[src/rtl/tff_bank_sequencer_pkg.sv]
// Shared command encodings and FSM state type for the TFF bank sequencer.
package tff_seq_pkg;

    typedef enum logic [1:0] {
        OP_CLEAR = 2'b00,
        OP_LOAD  = 2'b01,
        OP_UP    = 2'b10,
        OP_DOWN  = 2'b11
    } op_e;

    typedef enum logic [1:0] {
        S_IDLE  = 2'b00,
        S_APPLY = 2'b01,
        S_RUN   = 2'b10,
        S_DONE  = 2'b11
    } state_e;

    localparam int DEFAULT_WIDTH = 8;

endpackage

[src/rtl/tff_bank_sequencer_if.sv]
// Valid/ready command channel feeding the TFF bank sequencer.
interface tff_bank_sequencer_if #(
    parameter int WIDTH = tff_seq_pkg::DEFAULT_WIDTH
);
    logic             cmd_valid;
    logic             cmd_ready;
    logic [1:0]       cmd_op;
    logic [WIDTH-1:0] cmd_arg;

    modport master (
        output cmd_valid,
        output cmd_op,
        output cmd_arg,
        input  cmd_ready
    );

    modport slave (
        input  cmd_valid,
        input  cmd_op,
        input  cmd_arg,
        output cmd_ready
    );
endinterface

[src/rtl/tff_bank_sequencer_cell.sv]
// Single behavioural T flip-flop: q inverts on each rising edge where t is high.
module tff_cell (
    input  logic clk,
    input  logic rst,
    input  logic t,
    output logic q
);

    always_ff @(posedge clk or posedge rst) begin
        if (rst) begin
            q <= 1'b0;
        end else if (t) begin
            q <= ~q;
        end
    end

endmodule

[src/rtl/tff_bank_sequencer.sv]
// Command FSM driving a bank of WIDTH T flip-flops as a loadable up/down counter.
// Optional abort input is enabled by defining TFF_SEQ_ABORT_EN.
module tff_bank_sequencer
    import tff_seq_pkg::*;
#(
    parameter int WIDTH = DEFAULT_WIDTH
) (
    input  logic             clk,
    input  logic             rst,
    tff_bank_sequencer_if.slave cmd,
`ifdef TFF_SEQ_ABORT_EN
    input  logic             abort,
`endif
    output logic [WIDTH-1:0] count,
    output logic             busy,
    output logic             done,
    output logic             wrap
);

    state_e           state_q, state_d;
    op_e              op_q, op_d;
    logic [WIDTH-1:0] arg_q, arg_d;
    logic [WIDTH-1:0] stepCnt_q, stepCnt_d;
    logic             ready_q, busy_q, done_q, wrap_q;
    logic [WIDTH-1:0] toggle;
    logic [WIDTH-1:0] upT, downT, lowMask;
    logic             wrapHit;
    logic             abortReq;

    for (genvar i = 0; i < WIDTH; i++) begin : g_cell
        tff_cell u_cell (
            .clk (clk),
            .rst (rst),
            .t   (toggle[i]),
            .q   (count[i])
        );
    end

`ifdef TFF_SEQ_ABORT_EN
    assign abortReq = abort;
`else
    assign abortReq = 1'b0;
`endif

    // Cell i flips when all lower cells are ones (up) or all zeros (down).
    always_comb begin
        upT     = '0;
        downT   = '0;
        lowMask = '0;
        for (int i = 0; i < WIDTH; i++) begin
            lowMask  = (WIDTH'(1) << i) - WIDTH'(1);
            upT[i]   = ((count & lowMask) == lowMask);
            downT[i] = ((count & lowMask) == '0);
        end
    end

    always_comb begin
        state_d   = state_q;
        op_d      = op_q;
        arg_d     = arg_q;
        stepCnt_d = stepCnt_q;
        toggle    = '0;
        wrapHit   = 1'b0;
        case (state_q)
            S_IDLE: begin
                if (cmd.cmd_valid && ready_q) begin
                    op_d  = op_e'(cmd.cmd_op);
                    arg_d = cmd.cmd_arg;
                    if (cmd.cmd_op == OP_CLEAR || cmd.cmd_op == OP_LOAD) begin
                        state_d = S_APPLY;
                    end else if (cmd.cmd_arg != '0) begin
                        state_d   = S_RUN;
                        stepCnt_d = cmd.cmd_arg;
                    end else begin
                        state_d = S_DONE;
                    end
                end
            end
            S_APPLY: begin
                toggle  = (op_q == OP_CLEAR) ? count : (count ^ arg_q);
                state_d = S_DONE;
            end
            // Once all steps are taken RUN holds one settle cycle so done trails the last count.
            S_RUN: begin
                if (abortReq || stepCnt_q == '0) begin
                    stepCnt_d = '0;
                    state_d   = S_DONE;
                end else begin
                    stepCnt_d = stepCnt_q - WIDTH'(1);
                    if (op_q == OP_UP) begin
                        toggle  = upT;
                        wrapHit = &count;
                    end else begin
                        toggle  = downT;
                        wrapHit = ~|count;
                    end
                end
            end
            S_DONE: begin
                state_d = S_IDLE;
            end
            default: begin
                state_d = S_IDLE;
            end
        endcase
    end

    always_ff @(posedge clk or posedge rst) begin
        if (rst) begin
            state_q   <= S_IDLE;
            op_q      <= OP_CLEAR;
            arg_q     <= '0;
            stepCnt_q <= '0;
            ready_q   <= 1'b1;
            busy_q    <= 1'b0;
            done_q    <= 1'b0;
            wrap_q    <= 1'b0;
        end else begin
            state_q   <= state_d;
            op_q      <= op_d;
            arg_q     <= arg_d;
            stepCnt_q <= stepCnt_d;
            ready_q   <= (state_d == S_IDLE);
            busy_q    <= (state_d == S_APPLY) || (state_d == S_RUN);
            done_q    <= (state_d == S_DONE);
            wrap_q    <= wrapHit;
        end
    end

    assign cmd.cmd_ready = ready_q;
    assign busy          = busy_q;
    assign done          = done_q;
    assign wrap          = wrap_q;

endmodule

[src/flat_wrapper.sv]
// flat-port wrapper written by rule: the top's interface ports become plain ports
module tff_bank_sequencer_flat import tff_seq_pkg::*;
#(
    parameter int WIDTH = DEFAULT_WIDTH
)
  (clk, rst, count, busy, done, wrap, cmd_cmd_valid, cmd_cmd_op, cmd_cmd_arg, cmd_cmd_ready);
  tff_bank_sequencer_if #(.WIDTH(WIDTH)) cmd_i ();
  input  logic clk;
  input  logic rst;
  output logic [WIDTH-1:0] count;
  output logic busy;
  output logic done;
  output logic wrap;
  input wire logic [$bits(cmd_i.cmd_valid)-1:0] cmd_cmd_valid;
  input wire logic [$bits(cmd_i.cmd_op)-1:0] cmd_cmd_op;
  input wire logic [$bits(cmd_i.cmd_arg)-1:0] cmd_cmd_arg;
  output wire logic [$bits(cmd_i.cmd_ready)-1:0] cmd_cmd_ready;
  assign cmd_i.cmd_valid = cmd_cmd_valid;
  assign cmd_i.cmd_op = cmd_cmd_op;
  assign cmd_i.cmd_arg = cmd_cmd_arg;
  assign cmd_cmd_ready = cmd_i.cmd_ready;
  tff_bank_sequencer #(.WIDTH(WIDTH)) u_core (.clk(clk), .rst(rst), .cmd(cmd_i), .count(count), .busy(busy), .done(done), .wrap(wrap));
endmodule
[config.mk]
export PLATFORM = sky130hd
export DESIGN_NAME = tff_bank_sequencer_flat
export DESIGN_NICKNAME = d
export VERILOG_FILES = /design/src/rtl/tff_bank_sequencer_pkg.sv /design/src/rtl/tff_bank_sequencer_if.sv /design/src/rtl/tff_bank_sequencer_cell.sv /design/src/rtl/tff_bank_sequencer.sv /design/src/flat_wrapper.sv
export SDC_FILE = /design/constraint.sdc
export NUM_CORES = 1
export LEC_CHECK = 0
export BUFFER_PORTS_ARGS = -buffer_cell sky130_fd_sc_hd__buf_2
export CORE_AREA = 2 2 66 68
export CTS_BUF_LIST = sky130_fd_sc_hd__clkbuf_4 sky130_fd_sc_hd__clkbuf_8 sky130_fd_sc_hd__clkbuf_16
export CTS_CLUSTER_SIZE = 20
export DETAILED_ROUTE_END_ITERATION = 7
export DIE_AREA = 0 0 68 70
export PLACE_DENSITY = 0.71
export SLEW_MARGIN = 20
export SYNTH_ARGS = -nofsm -noshare
export SYNTH_HDL_FRONTEND = slang
export SYNTH_SLANG_ARGS = --single-unit
[constraint.sdc]
create_clock -name clk -period 1.86 [get_ports clk]
set_input_delay 0.279 -clock clk [delete_from_list [all_inputs] [get_ports clk]]
set_output_delay 0.279 -clock clk [all_outputs]
set_load 0.005 [all_outputs]
# Yosys cells after proc, flatten, opt, wreduce, memory -nomap -nowiden
# Cells that the tools add are included.
# totals
regBits	32
in_bits	13
out_inout_bits	12
# classes
addsub	1
n_eq_ne	17
muxes	17
n_bitwise	9
n_reduce_logical	22
# op_table
cell	n
$logic_not 8->1	8
$mux 8	7
$pmux 8 s2	2
$eq 2x2->1 const B	6
$logic_not 2->1	4
$not 1->1	8
$pmux 2 s4	1
$reduce_and 8->1	1
$reduce_bool 8->1	1
$reduce_or 8->1	1
$sub 8x1->8 const B	1
$xor 8x8->8	1
$eq 7x7->1 const B	1
$eq 2x1->1 const B	3
$eq 6x6->1 const B	1
$mux 2	3
$eq 5x5->1 const B	1
$eq 4x4->1 const B	1
$mux 1	4
$ne 2x1->1 const B	2
$reduce_and 4->1	1
$eq 3x3->1 const B	1
$logic_or 1x1->1	2
$ne 2x2->1 const B	1
other kinds (4)	4

# Logic depth before layout (Yosys ltp)
# Gate-level depths: netlist of run 1.
# logic_depth
word_depth	7
ltp_mapped	8

# Cells and area by module
# Synthesis of run 1 repeated with hierarchy kept, for this count alone.
# hier_totals
hier_cells	197
hier_area_um2	1980.6
# modules_own_cells
mod	n_inst	cells_each	area_per_inst_um2	seq_area_each_um2
tff_bank_sequencer	1	173	1680.4	601.8
tff_cell	8	3	37.5	25.0

# Least setup slack after synthesis of run 1
# OpenSTA, ideal clock, no wires.
# synth_timing
path_type	flip-flop to flip-flop
from	register u_core.stepCnt_q[0]
to	register u_core.g_cell[2].u_cell.q
setup_time_ps	123
arrival_time_ps	1640
required_time_ps	1737
slack_ps	97
path_stages_with_launch	8
path_buffers	0
cell_sequence	dfrtp_1 > inv_1 > ha_1 > or4b_4 > o21ai_2 > a21oi_1 > a31oi_1 > o2bb2ai_1
# synth_via
elab_chain_cells	3
# synth_lines
element	line_no	rtl
start, declared	tff_bank_sequencer.sv:23	logic [WIDTH-1:0] stepCnt_q, stepCnt_d;
start signal, assigned	tff_bank_sequencer.sv:122	stepCnt_q <= stepCnt_d;
$logic_not 8->1	tff_bank_sequencer.sv:85	if (abortReq || stepCnt_q == '0) begin
$mux 8	tff_bank_sequencer.sv:85	
$pmux 8 s2	tff_bank_sequencer.sv:64	case (state_q)
end signal, assigned	tff_bank_sequencer_cell.sv:13	q <= ~q;
end, declared	tff_bank_sequencer_cell.sv:6	output logic q
# No other way between the ends.
# A chain may end at the register's enable or synchronous reset.

# Final worst setup path of run 1
# layout_timing
from	register u_core.stepCnt_q[1]
to	register u_core.g_cell[2].u_cell.q
# The elaborated chain is that of the path after synthesis.

==> summary.txt, run 1 <==
Clock network
  • H-tree levels: 2
  • Clock transition at path regs: 0.07 ns
  • Clk_lat worst skew: roughly 0.28 ns
  • Clk sinks: 32
  • CTS root buffer: clkbuf_8
  • TritonCTS clock tree: done
  • Hold buffers post-CTS: 0
  • TritonCTS buffer count: 5
  • CTS max path bufs: 2

Power and ir drop
  • PwrDens: 1780 mW/mm²
  • Maximum vdd drop: 0.813 mV
  • Pleak: ~1.1 nW

Floorplan
  • DIE HEIGHT: roughly 70 µm
  • Core area: around 0.0041 mm²
  • FP Rows: 24
  • Number of I/O pins: 25
  • Die Wd: between 60 and 70 µm
  • Die ar.: approximately 0.0048 mm²
  • Initial Utilization: between 40% and 50%

Min path
  • Worst hold path class: in -> async

STA
  • Setup WS post-layout: between 0.06 and 0.07 ns
  • Endpoints failing setup: 0
  • Highest Clock Rate: 557 MHz
  • Final Hold Vio Count: 0
  • Slew @ Worst Pin: between 0.4 and 0.5 ns
  • Hold_ws: about 0.067 ns
  • Pins Over Slew Limit: 0
  • Fin crit share: 96.6%
  • Slew HR: a little under three quarters
  • Minimum clock period: 1.80 ns
  • Final Skew: about 0.0078 ns

Critical path
  • Worst path required time: roughly 2 ns
  • Worst setup SP type: flip-flop
  • CP max-delay cell: or4b_4
  • Crit-path cells: inv_2, ha_4, or4b_4, o21ai_4, buf_6, a21oi_1, a31oi_1, o2bb2ai_1
  • CP Capture Type: flip-flop
  • Critical path class: reg -> reg
  • Arr. time, crit path: 1.95 ns
  • Crit path largest cell delay: between 0.4 and 0.5 ns
  • Worst-path fanout max: 3

Route
  • DR vias/cell: just under 6
  • Vias: about 1,700
  • Detail Route Antenna Nets: 0
  • Remaining DRCs: 0
  • First-pass iteration count of the detailed router: 4
  • Final WL: 4.47 mm
  • Avg WL per Cell: 14.8 µm
  • DRT iter0 DRCs: roughly 120

Finish
  • Commonest non-fill, non-tap cell in the layout: dfrtp_1
  • Diodes inserted: 0
  • Area added between synthesis and finish: 22.2%
  • Layout cells sized above 1: 34.0%
  • Final core utilization: approximately 58%
  • Post-route cell area: 0.00238 mm²
  • Nets: roughly 270
  • Commonest non-fill, non-tap cells in the layout: dfrtp_1, buf_4, buf_2
  • Filler cells: 365

Global routing
  • Overall Global Routing Usage: a little over a fifth
  • Total gr overflow: 0
  • Number of global-route vias before repair: 1,644
  • Initial antenna violation count: 0
  • First-pass GRT wire length: about 7.5 mm
  • Largest net degree at the start of global routing: 33

Synth
  • Post-synthesis net count: 226
  • Mean Syn Cell Area: 9.48 µm²
  • Synthesized cell area: between 0.0015 and 0.002 mm²
  • YS warnings: 0
  • Most used DFF post-synth: dfrtp_1
  • Sequential area share after synthesis: a little over 40%
  • Asr flop ratio synth: 100%
  • Mapped Cells: between 200 and 250
  • Netlist cell types: 53
  • FF+latch count, synth: 32
  • EDFF count, synth: 0

Placed design
  • HPWL after DPL: around 3.3 mm
  • Placer congestion estimate: around 0.82
  • Dpl cell area: about 0.0022 mm²
  • Setup WS pre-CTS: approximately 0.023 ns
  • # port buffers: 24

Outcome
  • Outcome: completed

Flow run
  • MaxCap Viol Count: 0
## final timing paths
| kind | to | cells after the start | startpoint | slack, ns |
|---|---|---|---|---|
| min in group clk | u_core.op_q[0] | 2 | cmd_cmd_op[0] | 0.23 |
| min | u_core.wrap | 3 | rst | 0.07 |
| min reg2reg | u_core.arg_q[5] | 1 | u_core.arg_q[5] | 0.52 |
| max reg2reg | u_core.g_cell[2].u_cell.q | 8 | u_core.stepCnt_q[1] | 0.06 |
| max | u_core.g_cell[2].u_cell.q | 8 | u_core.stepCnt_q[1] | 0.06 |
| max in group asynchronous | u_core.cmd.cmd_ready | 3 | rst | 1.45 |
## report_power, final
part	internal, W	leakage, nW	switching, W
clock	0.000291	0.0491	0.000243
combinational	0.00115	0.636	0.00124
sequential	0.00103	0.387	0.000297
total	0.00248	1.07	0.00178
## sequential cells by signal (all words and copies together) (netlist names)
| register | flops |
|---|---|
| u_core.cmd.cmd_ready | 1 |
| u_core.busy | 1 |
| u_core.stepCnt_q | 8 |
| u_core.wrap | 1 |
| u_core.arg_q | 8 |
| u_core.g_cell.u_cell.q | 8 |
| u_core.state_q | 2 |
| u_core.done | 1 |
| u_core.op_q | 2 |
## per-stage QoR
stage                     power [W]  TNS, ns  instances
after CTS                   0.00418        0        299
after global placement      0.00346        0        288
after floorplan             0.00283        0        206
final                       0.00426        0        302
after global routing        0.00463  -0.0292        302
after detailed placement    0.00352        0        288
## cell type report
class | count | area, µm² | area share, %
clock buffer | 7 | 83.8 | 3.52
clock inverter | 1 | 5.00 | 0.210
sequential | 32 | 802 | 33.6
timing repair buffer | 52 | 338 | 14.2
multi-input combinational | 145 | 1040 | 43.7
inverter | 13 | 48.8 | 2.05
tap | 52 | 65.1 | 2.73
## worst max-delay path: cells and delay by family (launching register included)
| family | cells | cell delay (ns) |
|---|---|---|
| compound gates | 4 | 0.47 |
| fa+ha+maj | 1 | 0.13 |
| buf+inv | 2 | 0.21 |
| flops | 1 | 0.39 |
| simple gates | 1 | 0.48 |
## repair_timing
action	in CTS	in global routing
setup buffers	3	3
gates cloned	0	0
pin swaps	3	3
setup endpoints to repair	1	10
gates resized for setup	7	4
## layer usage
metal	vias to the layer above	routed length [µm]	GRT usage (%)	part of all wire, %
li1	825	-	-	-
met1	845	1740	25.0	39
met2	67	2370	36.6	53
met3	7	295	5.31	6.6
met4	0	68	6.22	1.5
met5	-	0	0	0
## cell families after synthesis
kind of cell    after synthesis  share of synthesized area (%)
xor+xnor                      3                           1.35
compound gates               57                           18.3
fa+ha+maj                     7                           4.49
mux                          14                           7.82
simple gates                 64                           19.4
buf+inv                      29                           7.56
flops                        32                           41.1
## synthesized netlist by cell type, types with 2 or more instances
master | instances | area, µm²
ha_1 | 7 | 87.6
nor3_1 | 6 | 30.0
xnor2_1 | 2 | 17.5
a32oi_1 | 2 | 17.5
a21oi_1 | 12 | 60.1
inv_1 | 12 | 45.0
a31oi_1 | 6 | 37.5
o21ai_1 | 3 | 15.0
o21ai_2 | 2 | 17.5
mux2_2 | 10 | 113
or3_1 | 3 | 18.8
o21ai_0 | 15 | 75.1
dfrtp_1 | 31 | 776
nand4_1 | 2 | 12.5
and2_1 | 2 | 12.5
buf_4 | 8 | 60.1
clkbuf_1 | 6 | 22.5
nand3b_1 | 3 | 22.5
nor2_1 | 13 | 48.8
a21boi_0 | 2 | 15.0
nor2b_1 | 2 | 12.5
o2bb2ai_1 | 2 | 17.5
mux2i_1 | 4 | 40.0
nand2_1 | 9 | 33.8
nand2b_1 | 5 | 31.3
a21o_1 | 2 | 15.0
nand3_1 | 7 | 35.0
nor4_1 | 3 | 18.8
Note: power is estimated with default switching activity, not from simulation.
==> inputs of run 2 (changes only) <==
Settings changed: CORE_AREA 2 2 66 68 to 2 2 84 86, DIE_AREA 0 0 68 70 to 0 0 86 88, PLACE_DENSITY 0.71 to default, RECOVER_POWER from default to 25.
==> run 2 against run 1 <==
  * Routed wire length is 0.96% higher
  * Setup slack worse by 0.020 ns
  * Fmax is 1.1% lower
  * Sequential power hardly changed
  * Sequential share of layout area is 0.070 points lower
  * Critical endpoint is now u_core.g_cell[3].u_cell.q
  * Total power is 1.8% lower
==> summary.txt, run 2 (synthesis results as in run 1) <==
Outcome
  • Outcome: completed

Placed design
  • Dpl cells: 317 (+10%)
  • HPWL after DPL: 3.37 mm (+1.7%)
  • # port buffers: 24 (unchanged)
  • Placer congestion estimate: 0.863 (+5.2%)

Route
  • DRT iter0 DRCs: 53 (-54%)
  • Final WL: 4.51 mm (+0.96%)
  • Remaining DRCs: 0 (unchanged)
  • Detail Route Antenna Nets: 0 (unchanged)
  • Vias: 1,673 (-4.1%)
  • DR vias/cell: 5.13 (-11%)
  • First-pass iteration count of the detailed router: 4 (unchanged)
  • Avg WL per Cell: 13.8 µm (-6.5%)

STA
  • Hold_ws: 0.196 ns (+0.130 ns)
  • Endpoints failing setup: 0 (unchanged)
  • Highest Clock Rate: 550 MHz (-1.1%)
  • Fin crit share: 97.7% (+1.1 points)
  • Slew HR: 47.5% (-24 points)
  • Final Hold Vio Count: 0 (unchanged)
  • Pins Over Slew Limit: 0 (unchanged)
  • Minimum clock period: 1.82 ns (+0.0200 ns)
  • Slew @ Worst Pin: 0.787 ns (+0.362 ns)
  • Final Skew: 0.00295 ns (-0.00482 ns)

Finish
  • Area added between synthesis and finish: 22.4%
  • Commonest non-fill, non-tap cells in the layout: dfrtp_1, buf_2, buf_4
  • Area of the multi-input gates: 0.00105 mm² (+0.60%)
  • Largest regs: u_core.arg_q: 8 flops, u_core.g_cell.u_cell.q: 8 flops, u_core.stepCnt_q: 8 flops
  • Nets: 266 (-1.1%)
  • Diodes inserted: 0 (unchanged)
  • Layout cells sized above 1: 33.7% (-0.26 points)
  • Flip-flop and latch area: 802 µm² (unchanged)
  • Filler cells: 678 (+86%)
  • Commonest non-fill, non-tap cell in the layout: dfrtp_1
  • Final Instance Count excl. Fillers: 326 (+7.9%)

Clock network
  • Clk sinks: 32 (unchanged)
  • Clock transition at path regs: 0.06 ns (about the same)
  • H-tree levels: 2 (unchanged)
  • TritonCTS buffer count: 5 (unchanged)
  • CTS root buffer: clkbuf_8
  • CTS max path bufs: 2 (unchanged)
  • Clk_lat worst skew: 0.29 ns (about the same)
  • TritonCTS clock tree: done

Power and ir drop
  • PwrDens: 1750 mW/mm² (-2.0%)
  • Pwr Total: 0.00418 W (-1.8%)
  • Maximum vdd drop: 0.626 mV (-23%)
  • Pleak: 1.05 nW (-1.8%)

Critical path
  • Worst-path fanout max: 5 (+2)
  • Worst reg2reg path depth: 8 (unchanged)
  • Worst path required time: 2.03 ns (about the same)
  • CP Capture Type: flip-flop
  • Worst setup SP type: flip-flop
  • Critical path class: reg -> reg
  • Arr. time, crit path: 1.99 ns (+0.04 ns)

Floorplan
  • FP Rows: 30 (+25%)
  • Die ar.: 0.00757 mm² (+59%)
  • Die Wd: 86 µm (+26%)
  • DIE HEIGHT: 88 µm (+26%)
  • Initial Utilization: 29.4% (-18 points)
  • Number of I/O pins: 25 (unchanged)
  • Core area: 0.00664 mm² (+60%)

Flow run
  • MaxCap Viol Count: 0 (unchanged)

Min path
  • Worst hold path class: in -> async

Global routing
  • Total gr overflow: 0 (unchanged)
  • Initial antenna violation count: 0 (unchanged)
  • Number of global-route vias before repair: 1,560 (-5.1%)
  • Overall Global Routing Usage: 12.9% (-8.2 points)
  • Largest net degree at the start of global routing: 33 (unchanged)
  • First-pass GRT wire length: 7.51 mm (about the same)
[run 2: layout make-up]
| class | instances | area share (%) |
|---|---|---|
| Clock inverter | 1 | 0.209 |
| Multi-Input combinational cell | 145 | 43.9 |
| Tap cell | 80 | 4.19 |
| Timing Repair Buffer | 49 | 12.9 |
| Clock buffer | 6 | 3.19 |
| Inverter | 13 | 2.04 |
| Sequential cell | 32 | 33.6 |
[run 2: what timing repair did]
| action | CTS | global route |
|---|---|---|
| hold buffers | 0 | 0 |
| setup endpoints to repair | 0 | 12 |
| hold endpoints to repair | 0 | 0 |
| setup buffers | 0 | 2 |
| gates resized for setup | 0 | 10 |
[run 2: stage by stage]
stage	setup WS [ns]	utilization, %	setup TNS, ns	cell area [µm²]
finish	0.0435	36.0	0	2390
global route	-0.0200	36.0	-0.0400	2390
CTS	0.0167	35.0	0	2330
detailed placement	0.0353	33.8	0	2250
global placement	0.0731	33.8	0	2250
floorplan	0.0972	-	0	1950
[run 2: where the power goes]
| group | total [W] | internal, W | leakage [nW] | switching [W] |
|---|---|---|---|---|
| Combinational | 0.00231 | 0.00112 | 0.621 | 0.00119 |
| Sequential | 0.00135 | 0.00103 | 0.387 | 0.000315 |
| Clock | 0.000521 | 0.000268 | 0.0445 | 0.000252 |
[run 2: critical path: stages, from the launching register on]
cell       delay, ns
dfrtp_1         0.38
inv_1           0.10
ha_4            0.14
or4b_4          0.48
o21ai_4         0.18
buf_6           0.14
a21oi_1         0.05
a31oi_1         0.15
o2bb2ai_1       0.08
[run 2: layer usage]
| metal | global-route usage [%] | vias up | wire (µm) |
|---|---|---|---|
| met5 | 0 | - | 0 |
| met4 | 5.19 | 0 | 87 |
| met3 | 3.58 | 7 | 239 |
| met2 | 21.0 | 35 | 2160 |
| met1 | 16.1 | 812 | 2030 |
| li1 | - | 819 | - |
[run 2: path summary, 6_finish.rpt]
check	from	endpoint	slack (ns)
min in group clk	cmd_cmd_op[0]	u_core.op_q[0]	0.23
setup / recovery	u_core.stepCnt_q[0]	u_core.g_cell[3].u_cell.q	0.04
hold reg to reg	u_core.arg_q[4]	u_core.arg_q[4]	0.51
setup reg to reg	u_core.stepCnt_q[0]	u_core.g_cell[3].u_cell.q	0.04
max in group asynchronous	rst	u_core.stepCnt_q[6]	1.15
hold / removal	rst	u_core.g_cell[2].u_cell.q	0.20
